===== src/rtl/simple_pkg.sv =====
// Shared encodings for the multi-cycle sequencer: phase codes, instruction
// field values, ALU function codes and the branch-condition evaluator.
package simple_pkg;

    localparam logic [2:0] PH_IDLE = 3'd0;
    localparam logic [2:0] PH_P1   = 3'd1;
    localparam logic [2:0] PH_P2   = 3'd2;
    localparam logic [2:0] PH_P3   = 3'd3;
    localparam logic [2:0] PH_P4   = 3'd4;
    localparam logic [2:0] PH_P5   = 3'd5;
    localparam logic [2:0] PH_HALT = 3'd7;

    localparam logic [1:0] CLS_LD  = 2'b00;
    localparam logic [1:0] CLS_ST  = 2'b01;
    localparam logic [1:0] CLS_BR  = 2'b10;
    localparam logic [1:0] CLS_ALU = 2'b11;

    localparam logic [2:0] OP2_LI  = 3'b000;
    localparam logic [2:0] OP2_B   = 3'b100;
    localparam logic [2:0] OP2_BCC = 3'b111;

    localparam logic [2:0] COND_BE  = 3'b000;
    localparam logic [2:0] COND_BLT = 3'b001;
    localparam logic [2:0] COND_BLE = 3'b010;
    localparam logic [2:0] COND_BNE = 3'b011;

    localparam logic [3:0] OP3_ADD  = 4'b0000;
    localparam logic [3:0] OP3_SUB  = 4'b0001;
    localparam logic [3:0] OP3_AND  = 4'b0010;
    localparam logic [3:0] OP3_OR   = 4'b0011;
    localparam logic [3:0] OP3_XOR  = 4'b0100;
    localparam logic [3:0] OP3_CMP  = 4'b0101;
    localparam logic [3:0] OP3_MOV  = 4'b0110;
    localparam logic [3:0] OP3_RSV0 = 4'b0111;
    localparam logic [3:0] OP3_SLL  = 4'b1000;
    localparam logic [3:0] OP3_SLR  = 4'b1001;
    localparam logic [3:0] OP3_SRL  = 4'b1010;
    localparam logic [3:0] OP3_SRA  = 4'b1011;
    localparam logic [3:0] OP3_IN   = 4'b1100;
    localparam logic [3:0] OP3_OUT  = 4'b1101;
    localparam logic [3:0] OP3_RSV1 = 4'b1110;
    localparam logic [3:0] OP3_HLT  = 4'b1111;

    localparam logic [3:0] ALU_ADD = OP3_ADD;
    localparam logic [3:0] ALU_MOV = OP3_MOV;

    function automatic logic cond_taken(input logic [2:0] cond, input logic s,
                                        input logic z, input logic v);
        logic taken;
        taken = 1'b0;
        case (cond)
            COND_BE:  taken = z;
            COND_BLT: taken = s ^ v;
            COND_BLE: taken = z | (s ^ v);
            COND_BNE: taken = ~z;
            default:  taken = 1'b0;
        endcase
        return taken;
    endfunction

endpackage


===== src/rtl/sequencer_decode.sv =====
// Combinational instruction decode: turns the opcode fields of IR into the
// per-instruction control bits the phase FSM gates by phase.
module sequencer_decode
    import simple_pkg::*;
(
    input  logic [11:0] i_op_field,
    output logic        o_is_ld,
    output logic        o_is_st,
    output logic        o_is_jmp,
    output logic        o_is_bcc,
    output logic        o_is_hlt,
    output logic [2:0]  o_cond,
    output logic        o_wr_reg,
    output logic        o_wr_flag,
    output logic        o_use_p4,
    output logic        o_sel_rb,
    output logic        o_sel_imm,
    output logic [3:0]  o_alu_code
);

    logic [1:0] w_class;
    logic [2:0] w_op2;
    logic [3:0] w_op3;

    assign w_class = i_op_field[11:10];
    assign w_op2   = i_op_field[9:7];
    assign o_cond  = i_op_field[6:4];
    assign w_op3   = i_op_field[3:0];

    always_comb begin
        // NOTE: every output gets a default first so no path through the case infers a latch.
        o_is_ld    = 1'b0;
        o_is_st    = 1'b0;
        o_is_jmp   = 1'b0;
        o_is_bcc   = 1'b0;
        o_is_hlt   = 1'b0;
        o_wr_reg   = 1'b0;
        o_wr_flag  = 1'b0;
        o_use_p4   = 1'b0;
        o_sel_rb   = 1'b0;
        o_sel_imm  = 1'b0;
        o_alu_code = ALU_ADD;
        case (w_class)
            CLS_LD: begin
                o_is_ld  = 1'b1;
                o_wr_reg = 1'b1;
                o_sel_rb = 1'b1;
                o_use_p4 = 1'b1;
            end
            CLS_ST: begin
                o_is_st  = 1'b1;
                o_use_p4 = 1'b1;
            end
            CLS_BR: begin
                case (w_op2)
                    OP2_LI: begin
                        o_wr_reg   = 1'b1;
                        o_sel_rb   = 1'b1;
                        o_sel_imm  = 1'b1;
                        o_alu_code = ALU_MOV;
                    end
                    OP2_B: begin
                        o_is_jmp  = 1'b1;
                        o_sel_imm = 1'b1;
                        o_use_p4  = 1'b1;
                    end
                    OP2_BCC: begin
                        // Only BE/BLT/BLE/BNE exist; the upper four conditions fall through as NOP.
                        if (!o_cond[2]) begin
                            o_is_bcc  = 1'b1;
                            o_sel_imm = 1'b1;
                            o_use_p4  = 1'b1;
                        end
                    end
                    default: ;
                endcase
            end
            default: begin
                o_alu_code = w_op3;
                case (w_op3)
                    OP3_HLT:                     o_is_hlt  = 1'b1;
                    OP3_CMP:                     o_wr_flag = 1'b1;
                    OP3_IN:                      o_wr_reg  = 1'b1;
                    OP3_OUT, OP3_RSV0, OP3_RSV1: ;
                    default: begin
                        o_wr_reg  = 1'b1;
                        o_wr_flag = 1'b1;
                    end
                endcase
            end
        endcase
    end

endmodule


===== src/rtl/multicycle_sequencer.sv =====
// Phase sequencer for the multi-cycle core: P1..P5 FSM with memory wait
// states, run/stop toggle and HALT, driving all datapath controls.
module multicycle_sequencer
    import simple_pkg::*;
#(
    parameter int DATA_W   = 16,
    parameter int ALU_OP_W = 4,
    parameter bit SKIP_P4  = 1'b1
) (
    input  logic                clk,
    input  logic                rst,
    input  logic                exec,
    input  logic [DATA_W-1:0]   instr,
    input  logic                S,
    input  logic                Z,
    input  logic                C,
    input  logic                V,
    input  logic                mem_ack,
    output logic                ir_e,
    output logic                ar_e,
    output logic                br_e,
    output logic                dr_e,
    output logic                mdr_e,
    output logic                reg_e,
    output logic                pc_e,
    output logic                flag_e,
    output logic                mem_e,
    output logic                mem_w,
    output logic                m1_s,
    output logic                m2_s,
    output logic                m3_s,
    output logic                m4_s,
    output logic                m5_s,
    output logic                m6_s,
    output logic [ALU_OP_W-1:0] alu_op,
    output logic [2:0]          phase,
    output logic                halted
);

    logic [2:0] r_phase;
    logic [2:0] w_phase_nxt;
    logic       r_stop;
    logic       w_stop_nxt;

    logic       w_is_ld, w_is_st, w_is_jmp, w_is_bcc, w_is_hlt;
    logic [2:0] w_cond;
    logic       w_wr_reg, w_wr_flag, w_use_p4, w_sel_rb, w_sel_imm;
    logic [3:0] w_alu_code;
    logic       w_mem_op;
    logic       w_taken;
    logic       w_running;
    logic       w_unused_ok;

    sequencer_decode u_decode (
        .i_op_field (instr[DATA_W-1:DATA_W-12]),
        .o_is_ld    (w_is_ld),
        .o_is_st    (w_is_st),
        .o_is_jmp   (w_is_jmp),
        .o_is_bcc   (w_is_bcc),
        .o_is_hlt   (w_is_hlt),
        .o_cond     (w_cond),
        .o_wr_reg   (w_wr_reg),
        .o_wr_flag  (w_wr_flag),
        .o_use_p4   (w_use_p4),
        .o_sel_rb   (w_sel_rb),
        .o_sel_imm  (w_sel_imm),
        .o_alu_code (w_alu_code)
    );

    assign w_mem_op    = w_is_ld | w_is_st;
    assign w_taken     = w_is_jmp | (w_is_bcc & cond_taken(w_cond, S, Z, V));
    assign w_running   = (r_phase != PH_IDLE) && (r_phase != PH_HALT);
    assign w_unused_ok = ^{C, instr[DATA_W-13:0]};

    always_comb begin
        w_phase_nxt = r_phase;
        case (r_phase)
            PH_IDLE: if (exec) w_phase_nxt = PH_P1;
            PH_P1:   if (mem_ack) w_phase_nxt = PH_P2;
            PH_P2:   w_phase_nxt = PH_P3;
            PH_P3: begin
                if (w_is_hlt)                 w_phase_nxt = PH_HALT;
                else if (w_use_p4 || !SKIP_P4) w_phase_nxt = PH_P4;
                else                          w_phase_nxt = PH_P5;
            end
            PH_P4:   if (!w_mem_op || mem_ack) w_phase_nxt = PH_P5;
            PH_P5:   w_phase_nxt = (r_stop || exec) ? PH_IDLE : PH_P1;
            PH_HALT: w_phase_nxt = PH_HALT;
            default: w_phase_nxt = PH_IDLE;
        endcase
        w_stop_nxt = (w_phase_nxt == PH_IDLE) ? 1'b0 : (r_stop | (exec & w_running));
    end

    always_ff @(posedge clk or negedge rst) begin
        // NOTE: non-blocking assignments so both flops update from pre-edge values.
        if (!rst) begin
            r_phase <= PH_IDLE;
            r_stop  <= 1'b0;
        end else begin
            r_phase <= w_phase_nxt;
            r_stop  <= w_stop_nxt;
        end
    end

    always_comb begin
        ir_e   = 1'b0;
        ar_e   = 1'b0;
        br_e   = 1'b0;
        dr_e   = 1'b0;
        mdr_e  = 1'b0;
        reg_e  = 1'b0;
        pc_e   = 1'b0;
        flag_e = 1'b0;
        mem_e  = 1'b0;
        mem_w  = 1'b0;
        m1_s   = 1'b0;
        m2_s   = 1'b0;
        m3_s   = 1'b0;
        m4_s   = 1'b0;
        m5_s   = 1'b0;
        m6_s   = 1'b0;
        alu_op = '0;
        case (r_phase)
            PH_P1: begin
                mem_e = 1'b1;
                if (mem_ack) begin
                    ir_e = 1'b1;
                    pc_e = 1'b1;
                    m1_s = 1'b1;
                end
            end
            PH_P2: begin
                ar_e = 1'b1;
                br_e = 1'b1;
                m2_s = w_sel_imm;
                m3_s = w_is_jmp | w_is_bcc;
            end
            PH_P3: begin
                dr_e   = 1'b1;
                flag_e = w_wr_flag;
                alu_op = ALU_OP_W'(w_alu_code);
            end
            PH_P4: begin
                // Stores address memory through DR exactly as loads do.
                if (w_mem_op) begin
                    mem_e = 1'b1;
                    m6_s  = 1'b1;
                    mem_w = w_is_st;
                    mdr_e = w_is_ld & mem_ack;
                end
                pc_e = w_taken;
            end
            PH_P5: begin
                reg_e = w_wr_reg;
                m4_s  = w_is_ld;
                m5_s  = w_sel_rb;
            end
            default: ;
        endcase
    end

    assign phase  = r_phase;
    assign halted = (r_phase == PH_HALT);

endmodule


===== config.mk =====
export PLATFORM = sky130hd
export DESIGN_NAME = multicycle_sequencer
export DESIGN_NICKNAME = d
export VERILOG_FILES = /design/src/rtl/simple_pkg.sv /design/src/rtl/sequencer_decode.sv /design/src/rtl/multicycle_sequencer.sv
export SDC_FILE = /design/constraint.sdc
export NUM_CORES = 1
export LEC_CHECK = 0
export BUFFER_PORTS_ARGS = -buffer_cell sky130_fd_sc_hd__clkbuf_2
export CORE_MARGIN = 5
export CORE_UTILIZATION = 38
export DETAILED_ROUTE_END_ITERATION = 8
export PLACE_DENSITY = 0.78
export SYNTH_ARGS = -nofsm -noshare
export SYNTH_HDL_FRONTEND = slang
export SYNTH_SLANG_ARGS = --single-unit

===== constraint.sdc =====
create_clock -name clk -period 1.6 [get_ports clk]
set_clock_uncertainty 0.1 [all_clocks]
set_input_delay 0.24 -clock clk [delete_from_list [all_inputs] [get_ports clk]]
set_output_delay 0.24 -clock clk [all_outputs]
set_load 0.02 [all_outputs]

== Word-level counts from Yosys, hierarchy flattened ==
Index checks and enable logic that the tools add are counted.

* Equality and inequality tests: 20
* Muxes and demuxes: 49
* Bitwise operators: 10
* Reduce and logical (&&, ||, !) cells: 15

{| class="wikitable"
|+ Operator list
! operator !! count
|-
| $mux 1 || 33
|-
| $pmux 3 s7 || 1
|-
| $eq 4x4->1 const B || 4
|-
| $eq 3x3->1 const B || 5
|-
| $eq 3x2->1 const B || 4
|-
| $logic_not 3->1 || 4
|-
| $mux 3 || 4
|-
| $pmux 1 s2 || 6
|-
| $reduce_or 5->1 || 2
|-
| $eq 4x3->1 const B || 2
|-
| $pmux 4 s2 || 1
|-
| $eq 3x1->1 const B || 2
|-
| $or 1x1->1 || 5
|-
| $mux 4 || 1
|-
| $pmux 1 s4 || 1
|-
| $reduce_or 2->1 || 2
|-
| $and 1x1->1 || 3
|-
| $ne 3x3->1 const B || 1
|-
| $pmux 1 s3 || 1
|-
| $reduce_bool 3->1 || 1
|-
| $reduce_or 3->1 || 1
|-
| $eq 2x1->1 const B || 1
|-
| $eq 2x2->1 const B || 1
|-
| $logic_not 2->1 || 1
|-
| other kinds (6) || 7
|}

* Flip-flop bits (word level): 4
* Input port bits: 24
* Output and inout port bits: 24
* Word-level logic and storage cells: 96

== Logic depth before layout (Yosys ltp) ==
* Depth in word-level cells: 9
* Mapped depth: 5
* Mapped depth without buffers: 4

== By module ==
A second synthesis with hierarchy kept.

* Cell total of the unflattened synthesis: 97
* Area total of the unflattened synthesis: 644.4 um^2

{| class="wikitable"
|+ Modules (own cells, without submodules)
! module !! times used !! cells an instance !! area each (um^2) !! seq. area each (um^2)
|-
| multicycle_sequencer || 1 || 65 || 454.2 || 100.1
|-
| sequencer_decode || 1 || 32 || 190.2 || 0.0
|}

== Least setup slack after synthesis ==
OpenSTA, ideal clock, no wires.

* Path kind: register to output
* Start point: reg r_phase[1] (netlist: phase[1])
* End point: out mdr_e
* Arrival: 1.708 ns
* Data required time: 1.260 ns
* Setup slack: -0.448 ns
* Cell stages (with the launch flop): 5
* Path buffers: 1
* Cells stage by stage: dfrtp_1 -> buf_2 -> or3b_1 -> nor2_1 -> and3_1

* Word-level cells in the longest chain between the ends: 2

{| class="wikitable"
|+ RTL lines
! item !! RTL line !! RTL
|-
| start: declaration || multicycle_sequencer.sv:40 || <nowiki>logic [2:0] r_phase;</nowiki>
|-
| start signal: assignment || multicycle_sequencer.sv:100 || <nowiki>r_phase <= w_phase_nxt;</nowiki>
|-
| $eq 3x3->1 || multicycle_sequencer.sv:123 || <nowiki>case (r_phase)</nowiki>
|-
| $mux 1 || multicycle_sequencer.sv:123 ||
|-
| end: declaration || multicycle_sequencer.sv:23 || <nowiki>output logic mdr_e,</nowiki>
|}

Every way passes these cells.

== Worst setup path in the final report ==
* Start point: reg r_phase[1] (netlist: phase[1])
* End point: out pc_e

* Word-level cells in the longest chain between the ends: 2
* Elaborated cells between the ends (all ways): 3
* Classes of those cells: eq/ne (2); mux (1)

{| class="wikitable"
|+ RTL lines
! item !! RTL line !! RTL
|-
| $eq 3x3->1 / $eq 3x1->1 (equally long branches) || multicycle_sequencer.sv:123 ||
|-
| $pmux 1 s2 * || multicycle_sequencer.sv:123 ||
|-
| end: declaration || multicycle_sequencer.sv:25 || <nowiki>output logic pc_e,</nowiki>
|}

Mark *: on every way between the ends. The rest lies on a longest branch, timed or not.

==> run_results.csv <==
group,metric,value,unit
run_status,status,"finished, violations left",
run_status,violations,"setup timing",
logic_synthesis,synthMuxAreaShare,0,%
timing,max_freq,0.519,GHz
grt,gr-total-overflow,0,
setup_path,crit_path_cell_trace,"or3b_4, o21bai_1, o31a_1, clkbuf_8",
setup_path,rr_startpoint,"phase[1]",
logic_synthesis,syn_area_per_cell,7.06,um^2
timing,rsz0062_at_grt,"true",
die,num_rows,14,
timing,tightest_slew,0.368,ns
cells_and_area,area_growth,140,%
setup_path,path_buf_inv,1,
logic_synthesis,ys_seq_elements,4,
logic_synthesis,synth_ff_type,"dfrtp_1",
placed_design,portBuffers,42,
drt,num_vias,1054,
timing,setup_viol,24,
logic_synthesis,syn_nets,108,
die,core-area,0.00149,mm^2
grt,grt_antenna_before_repair,0,
grt,grt_pass1_vias,935,
power,power_density,1580,mW/mm^2
logic_synthesis,synth_top_family_by_area,"simple AND/OR/NAND/NOR gates",
setup_path,cp_top_family,"simple AND/OR/NAND/NOR gates",
power,peakVddDrop,1.32,mV
drt,vias_per_cell,6.20,
logic_synthesis,synth_edf_count,0,
drt,wl_per_cell,22.7,um
die,pin_count,48,
timing,hold_slack,0.310,ns
clock_network,cts_tree,"yes",
setup_path,rr_endpoint,"r_stop",
timing,fin_ws,-0.325,ns
power,finalPower,2.25,mW
drt,dr.pass1.iters,4,
logic_synthesis,ys_seq_area_share,16.9,%
timing,setup-tns-final,-4.15,ns
placed_design,dp_hpwl,1570,um
setup_path,critical_path_class,"reg -> out",
grt,grt_max_degree,13,
setup_path,rr_worst_depth,8,
die,start_util,39.8,%
drt,drt-total-wl,3860,um
die,die_h,49.5,um
logic_synthesis,synth_simple_gate_area_share,40.5,%
cells_and_area,design_area,0.00142,mm^2
placed_design,dp.cells,151,
setup_path,worstPathMaxFanout,4,
setup_path,slowest_delay,0.43,ns
logic_synthesis,postSynth.asyncResetShare,100,%
setup_path,cp-start-kind,"flip-flop",
cells_and_area,drive_gt1_share,72.1,%
logic_synthesis,synth.distinct_cells,35,
logic_synthesis,synth_adder_area_share,0,%
cells_and_area,nets,180,
die,die_area,0.00245,mm^2
grt,grt_usage,20.0,%
setup_path,arrival,1.59,ns
clock_network,clk_pin_slew_worst_paths,0.04,ns
clock_network,cts_max_path_buffers,2,
clock_network,cts-root-buf,"clkbuf_4",
logic_synthesis,netlist_area,593,um^2
placed_design,place_congestion,0.745,
drt,drt_iter0_drc,60,
setup_path,cp_slowest_cell,"or3b_4",
drt,drc,0,
grt,grt_first_pass_wirelength,4020,um
clock_network,clock-sinks,4,
setup_path,ff2ff_setup_slack,-0.17,ns
setup_path,required,1.26,ns
cells_and_area,stdcell_count,170,
timing,hold_viol,0,
logic_synthesis,synthCells,84,
timing,drv_slew,0,
timing,maxSlewHeadroom,74.8,%
setup_path,worst_setup_path_end_kind,"output pin",
power,leakagePower,0.683,nW
logic_synthesis,yosys_warnings,0,
logic_synthesis,synthXorXnorAreaFrac,1.48,%
logic_synthesis,synth-compound-area-share,31.6,%
drt,ant_nets,0,
die,die_width,49.5,um
placed_design,placed_cell_area,953,um^2
timing,min_period,1.93,ns
min_path,hold_path_class,"in -> async",
clock_network,htree_num_levels,1,
timing,period_share,120,%
cells_and_area,num_antenna_cells,0,
clock_network,cts_buffers,3,
clock_network,clock_latency,0.24,ns
job,maxCapViolCount,0,
setup_path,crit_start,"phase[1]",
[cells in the mapped netlist, types with 2 or more instances]
master    count  area, um^2
nand2b_1      3        18.8
nand3_1       3        15.0
and3_1        2        12.5
a21boi_0      3        22.5
buf_4         2        15.0
inv_1         4        15.0
a21oi_1       4        20.0
nand3b_1      2        15.0
a21o_1        3        22.5
nand2_1       9        33.8
nor3_1        5        25.0
buf_2         3        15.0
dfrtp_1       4         100
o21a_1        2        15.0
nor2_1        9        33.8
and2_1        2        12.5
and3b_1       2        17.5
a32oi_1       2        17.5
o21bai_1      2        15.0
o22ai_1       2        12.5
o21ai_0       2        10.0
[cells in the final DEF, fill, tap and decap left out, types with 3 or more instances in the layout]
cell type | Yosys | layout
nor2_1 | 9 | 5
buf_4 | 2 | 20
nand2_1 | 9 | 5
nor2_4 | 0 | 3
a21boi_2 | 0 | 3
nand3_1 | 3 | 3
clkbuf_8 | 0 | 6
buf_6 | 1 | 20
a21oi_1 | 4 | 4
nor3_4 | 0 | 3
buf_8 | 0 | 5
a21o_1 | 3 | 3
clkbuf_4 | 0 | 3
clkbuf_2 | 0 | 21
[what timing repair did]
action                                  CTS  global route
hold endpoints to repair                  4             0
gates resized for setup                  47            55
pin swaps                                 5             8
buffers inserted                         10             7
hold buffers                              1             0
endpoints found under the setup margin   19            22
[power by group]
group          switching, mW  total, mW  leakage [nW]  internal [mW]
registers             0.0479      0.206        0.0475          0.158
clock network         0.0465      0.131        0.0138         0.0842
logic                  0.981       1.91         0.621          0.933
[cell families after synthesis]
| group | Yosys count |
|---|---|
| AO/OA/AOI/OAI | 26 |
| XOR/XNOR | 1 |
| buffers and inverters | 10 |
| flip-flops | 4 |
| AND/OR/NAND/NOR | 43 |
[how the worst max path moves through the flow]
stage             to  slack (ns)  cells after the start
3_3_place_gp    pc_e       -0.12                      6
2_1_floorplan   pc_e       -0.19                      5
4_1_cts         pc_e       -0.27                      4
6_report        pc_e       -0.33                      4
3_5_place_dp   reg_e       -0.12                      5
5_1_grt         pc_e       -0.35                      5
[stage by stage]
step	util (%)	worst slack, ns
floorplan	-	-0.194
global placement	64.0	-0.116
detailed placement	64.0	-0.124
CTS	82.6	-0.274
global route	95.6	-0.347
finish	95.6	-0.325
[area by class of cell]
type | instances | area [um^2]
Tap cell | 16 | 20.0
Inverter | 4 | 20.0
Timing Repair Buffer | 73 | 648
Sequential cell | 4 | 103
Multi-Input combinational cell | 70 | 611
Fill cell | 35 | 65.1
Clock buffer | 3 | 22.5
[state kept, by name (all words and copies together), names as in the netlist]
register and count:
r_stop 1, phase 3
[worst register-to-register path, delay by kind of cell (launching register included)]
kind,cells,cell delay (ns)
buf+inv,4,0.50
simple gates,1,0.14
compound gates,3,0.52
flops,1,0.41
[routing by layer]
layer	wire, um	share of wire [%]	up-vias	track usage (%)
met5	0	0	-	0
met4	249	6.5	0	6.11
met3	282	7.3	23	3.01
met2	1860	48	90	35.0
met1	1470	38	496	25.0
li1	-	-	445	-
(Power assumes the default switching activity.)
